$ cat src/rtl/svsim_stim_sequencer.sv
// svsim_stim_sequencer: queues {channel, value, delay} commands from a host and,
// one at a time, waits the requested number of idle cycles before writing the
// value onto the selected channel of a held drive bus.
// Optional feature: define SVSIM_STIM_TIMESTAMP_EN to add a free-running cycle
// counter and the applied_time port that records when each APPLY happened.
module svsim_stim_sequencer #(
    parameter int CHANNELS = 4,
    parameter int WIDTH    = 32,
    parameter int DEPTH    = 8,
    parameter int DELAY_W  = 16,
    localparam int CW      = (CHANNELS > 1) ? $clog2(CHANNELS) : 1,
    localparam int AW      = $clog2(DEPTH)
) (
    input  logic                      clock,
    input  logic                      reset,
    input  logic                      cmd_valid,
    output logic                      cmd_ready,
    input  logic [CW-1:0]             cmd_chan,
    input  logic [WIDTH-1:0]          cmd_value,
    input  logic [DELAY_W-1:0]        cmd_delay,
    input  logic                      flush,
    output logic [CHANNELS*WIDTH-1:0] drive,
    output logic                      applied_valid,
    output logic [CW-1:0]             applied_chan,
    output logic                      busy,
    output logic [AW:0]               fifo_count,
    output logic                      err_chan
`ifdef SVSIM_STIM_TIMESTAMP_EN
    ,
    output logic [63:0]               applied_time
`endif
);

    typedef enum logic [1:0] {
        S_IDLE  = 2'd0,
        S_WAIT  = 2'd1,
        S_APPLY = 2'd2
    } state_t;

    localparam logic [CW:0]      CH_LIMIT = (CW + 1)'(CHANNELS);
    localparam logic [AW:0]      FULL_CNT = (AW + 1)'(DEPTH);
    localparam logic [AW:0]      ONE_CNT  = (AW + 1)'(1);
    localparam logic [AW-1:0]    PTR_ONE  = AW'(1);
    localparam logic [DELAY_W-1:0] DLY_ONE = DELAY_W'(1);

    // Command storage (data only, never reset)
    logic [CW-1:0]      fifo_chan_q  [DEPTH];
    logic [WIDTH-1:0]   fifo_value_q [DEPTH];
    logic [DELAY_W-1:0] fifo_delay_q [DEPTH];

    logic [AW-1:0]      wr_ptr_q, rd_ptr_q;
    logic [AW:0]        count_q, count_d;
    logic               push, pop, empty, full, head_ok, enter_apply;

    state_t             state_q;
    logic [DELAY_W-1:0] delay_q;
    logic [CW-1:0]      cur_chan_q;
    logic [WIDTH-1:0]   cur_value_q;
    logic               cur_ok_q;
    logic               applied_valid_q;
    logic [CW-1:0]      applied_chan_q;
    logic [CHANNELS*WIDTH-1:0] drive_q;
    logic               err_q;

    // Handshake, pop decision and occupancy bookkeeping
    always_comb begin
        empty     = (count_q == '0);
        full      = (count_q == FULL_CNT);
        // No bypass: a full FIFO refuses even if the head is leaving this cycle.
        cmd_ready = !full && !flush && !reset;
        push      = cmd_valid && cmd_ready;
        pop       = (state_q == S_IDLE) && !empty && !flush && !reset;
        head_ok   = ({1'b0, fifo_chan_q[rd_ptr_q]} < CH_LIMIT);
        count_d   = count_q;
        if (push && !pop) begin
            count_d = count_q + ONE_CNT;
        end else if (!push && pop) begin
            count_d = count_q - ONE_CNT;
        end
        enter_apply = !reset && !flush &&
                      ((pop && (fifo_delay_q[rd_ptr_q] == '0)) ||
                       ((state_q == S_WAIT) && (delay_q == DLY_ONE)));
    end

    // FIFO storage write port
    always_ff @(posedge clock) begin
        if (push) begin
            fifo_chan_q[wr_ptr_q]  <= cmd_chan;
            fifo_value_q[wr_ptr_q] <= cmd_value;
            fifo_delay_q[wr_ptr_q] <= cmd_delay;
        end
    end

    // FIFO pointers and count; flush empties the queue like reset does
    always_ff @(posedge clock) begin
        if (reset || flush) begin
            wr_ptr_q <= '0;
            rd_ptr_q <= '0;
            count_q  <= '0;
        end else begin
            if (push) begin
                wr_ptr_q <= wr_ptr_q + PTR_ONE;
            end
            if (pop) begin
                rd_ptr_q <= rd_ptr_q + PTR_ONE;
            end
            count_q <= count_d;
        end
    end

    // Sequencing FSM: IDLE pops, WAIT counts the delay, APPLY writes the channel
    always_ff @(posedge clock) begin
        if (reset) begin
            state_q         <= S_IDLE;
            delay_q         <= '0;
            applied_valid_q <= 1'b0;
            applied_chan_q  <= '0;
            drive_q         <= '0;
            err_q           <= 1'b0;
        end else if (flush) begin
            // Drop anything in flight; drive and the error flag are kept.
            state_q         <= S_IDLE;
            delay_q         <= '0;
            applied_valid_q <= 1'b0;
            applied_chan_q  <= '0;
        end else begin
            case (state_q)
                S_IDLE: begin
                    applied_valid_q <= 1'b0;
                    applied_chan_q  <= '0;
                    if (pop) begin
                        cur_chan_q  <= fifo_chan_q[rd_ptr_q];
                        cur_value_q <= fifo_value_q[rd_ptr_q];
                        cur_ok_q    <= head_ok;
                        if (fifo_delay_q[rd_ptr_q] == '0) begin
                            state_q         <= S_APPLY;
                            applied_valid_q <= head_ok;
                            applied_chan_q  <= head_ok ? fifo_chan_q[rd_ptr_q] : '0;
                        end else begin
                            delay_q <= fifo_delay_q[rd_ptr_q];
                            state_q <= S_WAIT;
                        end
                    end
                end
                S_WAIT: begin
                    delay_q <= delay_q - DLY_ONE;
                    if (delay_q == DLY_ONE) begin
                        state_q         <= S_APPLY;
                        applied_valid_q <= cur_ok_q;
                        applied_chan_q  <= cur_ok_q ? cur_chan_q : '0;
                    end
                end
                S_APPLY: begin
                    state_q         <= S_IDLE;
                    applied_valid_q <= 1'b0;
                    applied_chan_q  <= '0;
                    if (cur_ok_q) begin
                        for (int k = 0; k < CHANNELS; k++) begin
                            if (cur_chan_q == CW'(k)) begin
                                drive_q[k*WIDTH +: WIDTH] <= cur_value_q;
                            end
                        end
                    end else begin
                        err_q <= 1'b1;
                    end
                end
                default: begin
                    state_q         <= S_IDLE;
                    applied_valid_q <= 1'b0;
                    applied_chan_q  <= '0;
                end
            endcase
        end
    end

`ifdef SVSIM_STIM_TIMESTAMP_EN
    logic [63:0] ts_q;
    logic [63:0] time_q;

    // Free-running cycle counter; the APPLY cycle's count is latched and held
    always_ff @(posedge clock) begin
        if (reset) begin
            ts_q   <= '0;
            time_q <= '0;
        end else begin
            ts_q <= ts_q + 64'd1;
            if (enter_apply) begin
                time_q <= ts_q + 64'd1;
            end
        end
    end

    assign applied_time = time_q;
`endif

    assign drive         = drive_q;
    assign applied_valid = applied_valid_q;
    assign applied_chan  = applied_chan_q;
    assign busy          = (state_q != S_IDLE) || !empty;
    assign fifo_count    = count_q;
    assign err_chan      = err_q;

endmodule

$ cat config.mk
export PLATFORM = sky130hd
export DESIGN_NAME = svsim_stim_sequencer
export DESIGN_NICKNAME = d
export VERILOG_FILES = /design/src/rtl/svsim_stim_sequencer.sv
export SDC_FILE = /design/constraint.sdc
export NUM_CORES = 1
export LEC_CHECK = 0
export BUFFER_PORTS_ARGS = -buffer_cell sky130_fd_sc_hd__buf_2
export CORE_ASPECT_RATIO = 0.8
export CORE_MARGIN = 1.5
export CORE_UTILIZATION = 40
export CTS_CLUSTER_SIZE = 16
export DETAILED_ROUTE_END_ITERATION = 8
export PLACE_DENSITY_LB_ADDON = 0.05
export SLEW_MARGIN = 20
export SYNTH_ARGS = -nofsm -noshare
export SYNTH_HDL_FRONTEND = slang
export SYNTH_SLANG_ARGS = --single-unit
$ cat constraint.sdc
create_clock -name clock -period 5.9 [get_ports clock]
set_input_delay 0.59 -clock clock [delete_from_list [all_inputs] [get_ports clock]]
set_output_delay 0.59 -clock clock [all_outputs]
set_load 0.01 [all_outputs]
==> metrics.cfg <==
[run_status]
status = completed

[placement]
place.gp.congestion = 0.800
io_buffers = 190
dpl_worst_slack_ns = 1.72
dp_hpwl_mm = 34.2
dpl_cell_area_mm2 = 0.0240

[logic_synthesis]
syn_area_mm2 = 0.0221
syn_area_per_cell_um2 = 15.8
synth-main-ff-cell = edfxtp_1
seq_area_frac_synth_pct = 73.5
synth_edf_count = 434
synth_warnings = 0
yosysUniqueCellTypes = 50
ys_ff_latch = 596
synthArstFlopShare_pct = 0
syn_nets = 1464
netlist.area_leader.share_pct = 58.9
synth_cells = 1402
ys_top_cells_by_area = edfxtp_1, dfxtp_1, mux4_2
synth_top_cell_by_area = edfxtp_1

[detailed_routing]
first_pass_iters = 7
wl_mm = 57.4
wl_per_cell_um = 23.9
via_per_inst = 5.22
num_vias = 12500
antenna_left = 0
drt-initial-drc-count = 1001
route.detailed.drc = 0

[clock_network]
cts_buffers = 60
cts_buffer_depth = 3
cts_setup_buffers = 0
cts_hold_buf = 0
cts_max_level = 2
clock-sinks = 596
cts_resized = 0
clk_pin_slew_ns = 0.06
root_buffer = clkbuf_16
clock_latency_ns = 0.62
cts_tree = yes

[hold_path]
worstHoldStart = cmd_value[9]
worst_hold_path.endpoint = fifo_value_q[4][9]
hold_depth = 1
min_path_type = in2reg

[die]
rows = 76
io_pins = 192
die_w_um = 266
dieArea_mm2 = 0.0568
core-area_mm2 = 0.0543
fp.dieH_um = 213
start_util_pct = 40.8

[grt]
antenna_found_initial = 5
grt_pass1_vias = 12700
grt_remaining_overflow = 0
grt_max_degree = 79
gr-usage-all-layers_pct = 20.4
grt_pass1_wl_mm = 84.4

[sta]
fin_crit_sh_pct = 70.7
finalSetupViolCount = 0
finalMaxSlewViolations = 0
tns_ns = 0
rsz0062_at_grt = no
fin_worst_skew_ns = 0.0231
min_period_ns = 4.17
slew-limit-headroom_pct = 32.5
hold_violations = 0
worst_pin_slew_ns = 1.01
layout_setup_ws_ns = 1.73
max_freq_mhz = 240

[setup_path]
critical_path.slowest_cell = dfxtp_2
endpoint_kind = flip-flop
cp.required_ns = 6.42
cp_common_cell = mux2_2
worstPathMaxFanout = 20
start_kind = flip-flop
max_stage_delay_ns = 0.86
arrival_ns = 4.69
r2r_slack_ns = 1.73
path_buf_inv = 1
r2r-end = delay_q[15]
path_cells = mux4_2 -> mux2_2 -> or4b_1 -> or4_4 -> o21ai_2 -> buf_4 -> mux2_2 -> a211oi_1
reg2reg_depth = 8
worst-setup-path-type = reg2reg
cp_top_family = multiplexers

[final_layout]
fin_util_pct = 47.9
drive_gt1_share_pct = 28.6
area_growth_pct = 17.4
fin_area_mm2 = 0.0260
num-nets-final = 1667

[power_and_ir_drop]
power.density_mw_per_mm2 = 326
ir_drop_mv = 0.296
p_leak_nw = 8.63
p_total_mw = 8.48

[run]
maxCapViolCount = 0

[per-layer routing]
| layer | up-vias | track usage, % | wire, um |
|---|---|---|---|
| met5 | - | 0 | 10 |
| met4 | 2 | 4.78 | 847 |
| met3 | 72 | 3.96 | 3210 |
| met2 | 336 | 30.7 | 25700 |
| met1 | 6451 | 30.6 | 27600 |
| li1 | 5668 | - | - |
[worst max-delay path by stage]
stage | to | depth (start not counted) | from | slack (ns)
2_1_floorplan | fifo_chan_q[4][0] | 6 | flush | 0.36
3_3_place_gp | delay_q[15] | 8 | flip-flop | 1.74
3_5_place_dp | delay_q[15] | 8 | flip-flop | 1.72
4_1_cts | delay_q[15] | 8 | flip-flop | 1.69
5_1_grt | delay_q[15] | 9 | flip-flop | 1.49
6_report | delay_q[15] | 8 | flip-flop | 1.73
[logic make-up after synthesis]
family,count (synthesis),share of synthesized area (%)
buf+inv,86,1.62
compound gates,175,4.24
fa+ha+maj,8,0.486
flops,596,73.5
other cells,1,0.0169
xor+xnor,8,0.316
mux,154,12.9
simple gates,374,6.95
[where the power goes]
part | internal, mW | switching (mW) | total [mW] | leakage (nW)
Sequential | 4.51 | 0.0226 | 4.53 | 5.22
Combinational | 0.0618 | 0.117 | 0.179 | 2.44
Clock | 2.18 | 1.60 | 3.77 | 0.972
[state kept, by name (all words and copies together) (netlist names), named ones only]
| register | count |
|---|---|
| fifo_chan_q | 16 |
| wr_ptr_q | 3 |
| fifo_value_q | 256 |
| cur_chan_q | 2 |
| rd_ptr_q | 3 |
| fifo_count | 4 |
| applied_chan | 2 |
| drive | 128 |
| state_q | 2 |
| delay_q | 16 |
| cur_value_q | 32 |
| applied_valid | 1 |
| fifo_delay_q | 128 |
[cells in the mapped netlist (5+ instances only)]
cell      number
mux2_2        43
edfxtp_1     434
mux4_2       100
ha_1           7
nand2b_1      10
nand2_1      281
nor4_1         6
inv_1          5
nor3_1        13
nand3_1        8
nor2_1        36
a31oi_1        6
mux2i_1       11
buf_1          8
dfxtp_1      162
a21oi_1      148
clkbuf_1      65
[placed cells by master (no fill, tap or decap), types with 11 or more instances in the layout]
master / netlist / routed
clkinv_1: 1 / 11
clkbuf_16: 0 / 64
mux4_2: 100 / 100
mux2_2: 43 / 43
dfxtp_1: 162 / 158
edfxtp_1: 434 / 434
buf_4: 3 / 29
nor2_1: 36 / 33
clkbuf_1: 65 / 12
clkinv_2: 0 / 13
a21oi_1: 148 / 148
buf_2: 1 / 189
mux2i_1: 11 / 11
nand2_1: 281 / 281
[cell type report]
class	instances	area (um2)
fill	4729	28300
sequential	596	16300
multi-input combinational	720	5570
clock buffer	84	1730
timing repair buffer	221	1220
tap	741	927
clock inverter	30	233
inverter	6	22.5
antenna	3	7.51
[through the flow]
step                      cells  hold slack, ns
after floorplan            1402           0.435
after global placement     2284           0.442
after detailed placement   2284           0.444
after CTS                  2398           0.195
after global routing       2399           0.219
final                      2401           0.239
[worst reg2reg max path, stage by stage, from the launching register on]
cell	delay, ns
dfxtp_2	0.86
mux4_2	0.60
mux2_2	0.30
or4b_1	0.59
or4_4	0.48
o21ai_2	0.43
buf_4	0.29
mux2_2	0.35
a211oi_1	0.19
(Power assumes the default switching activity.)
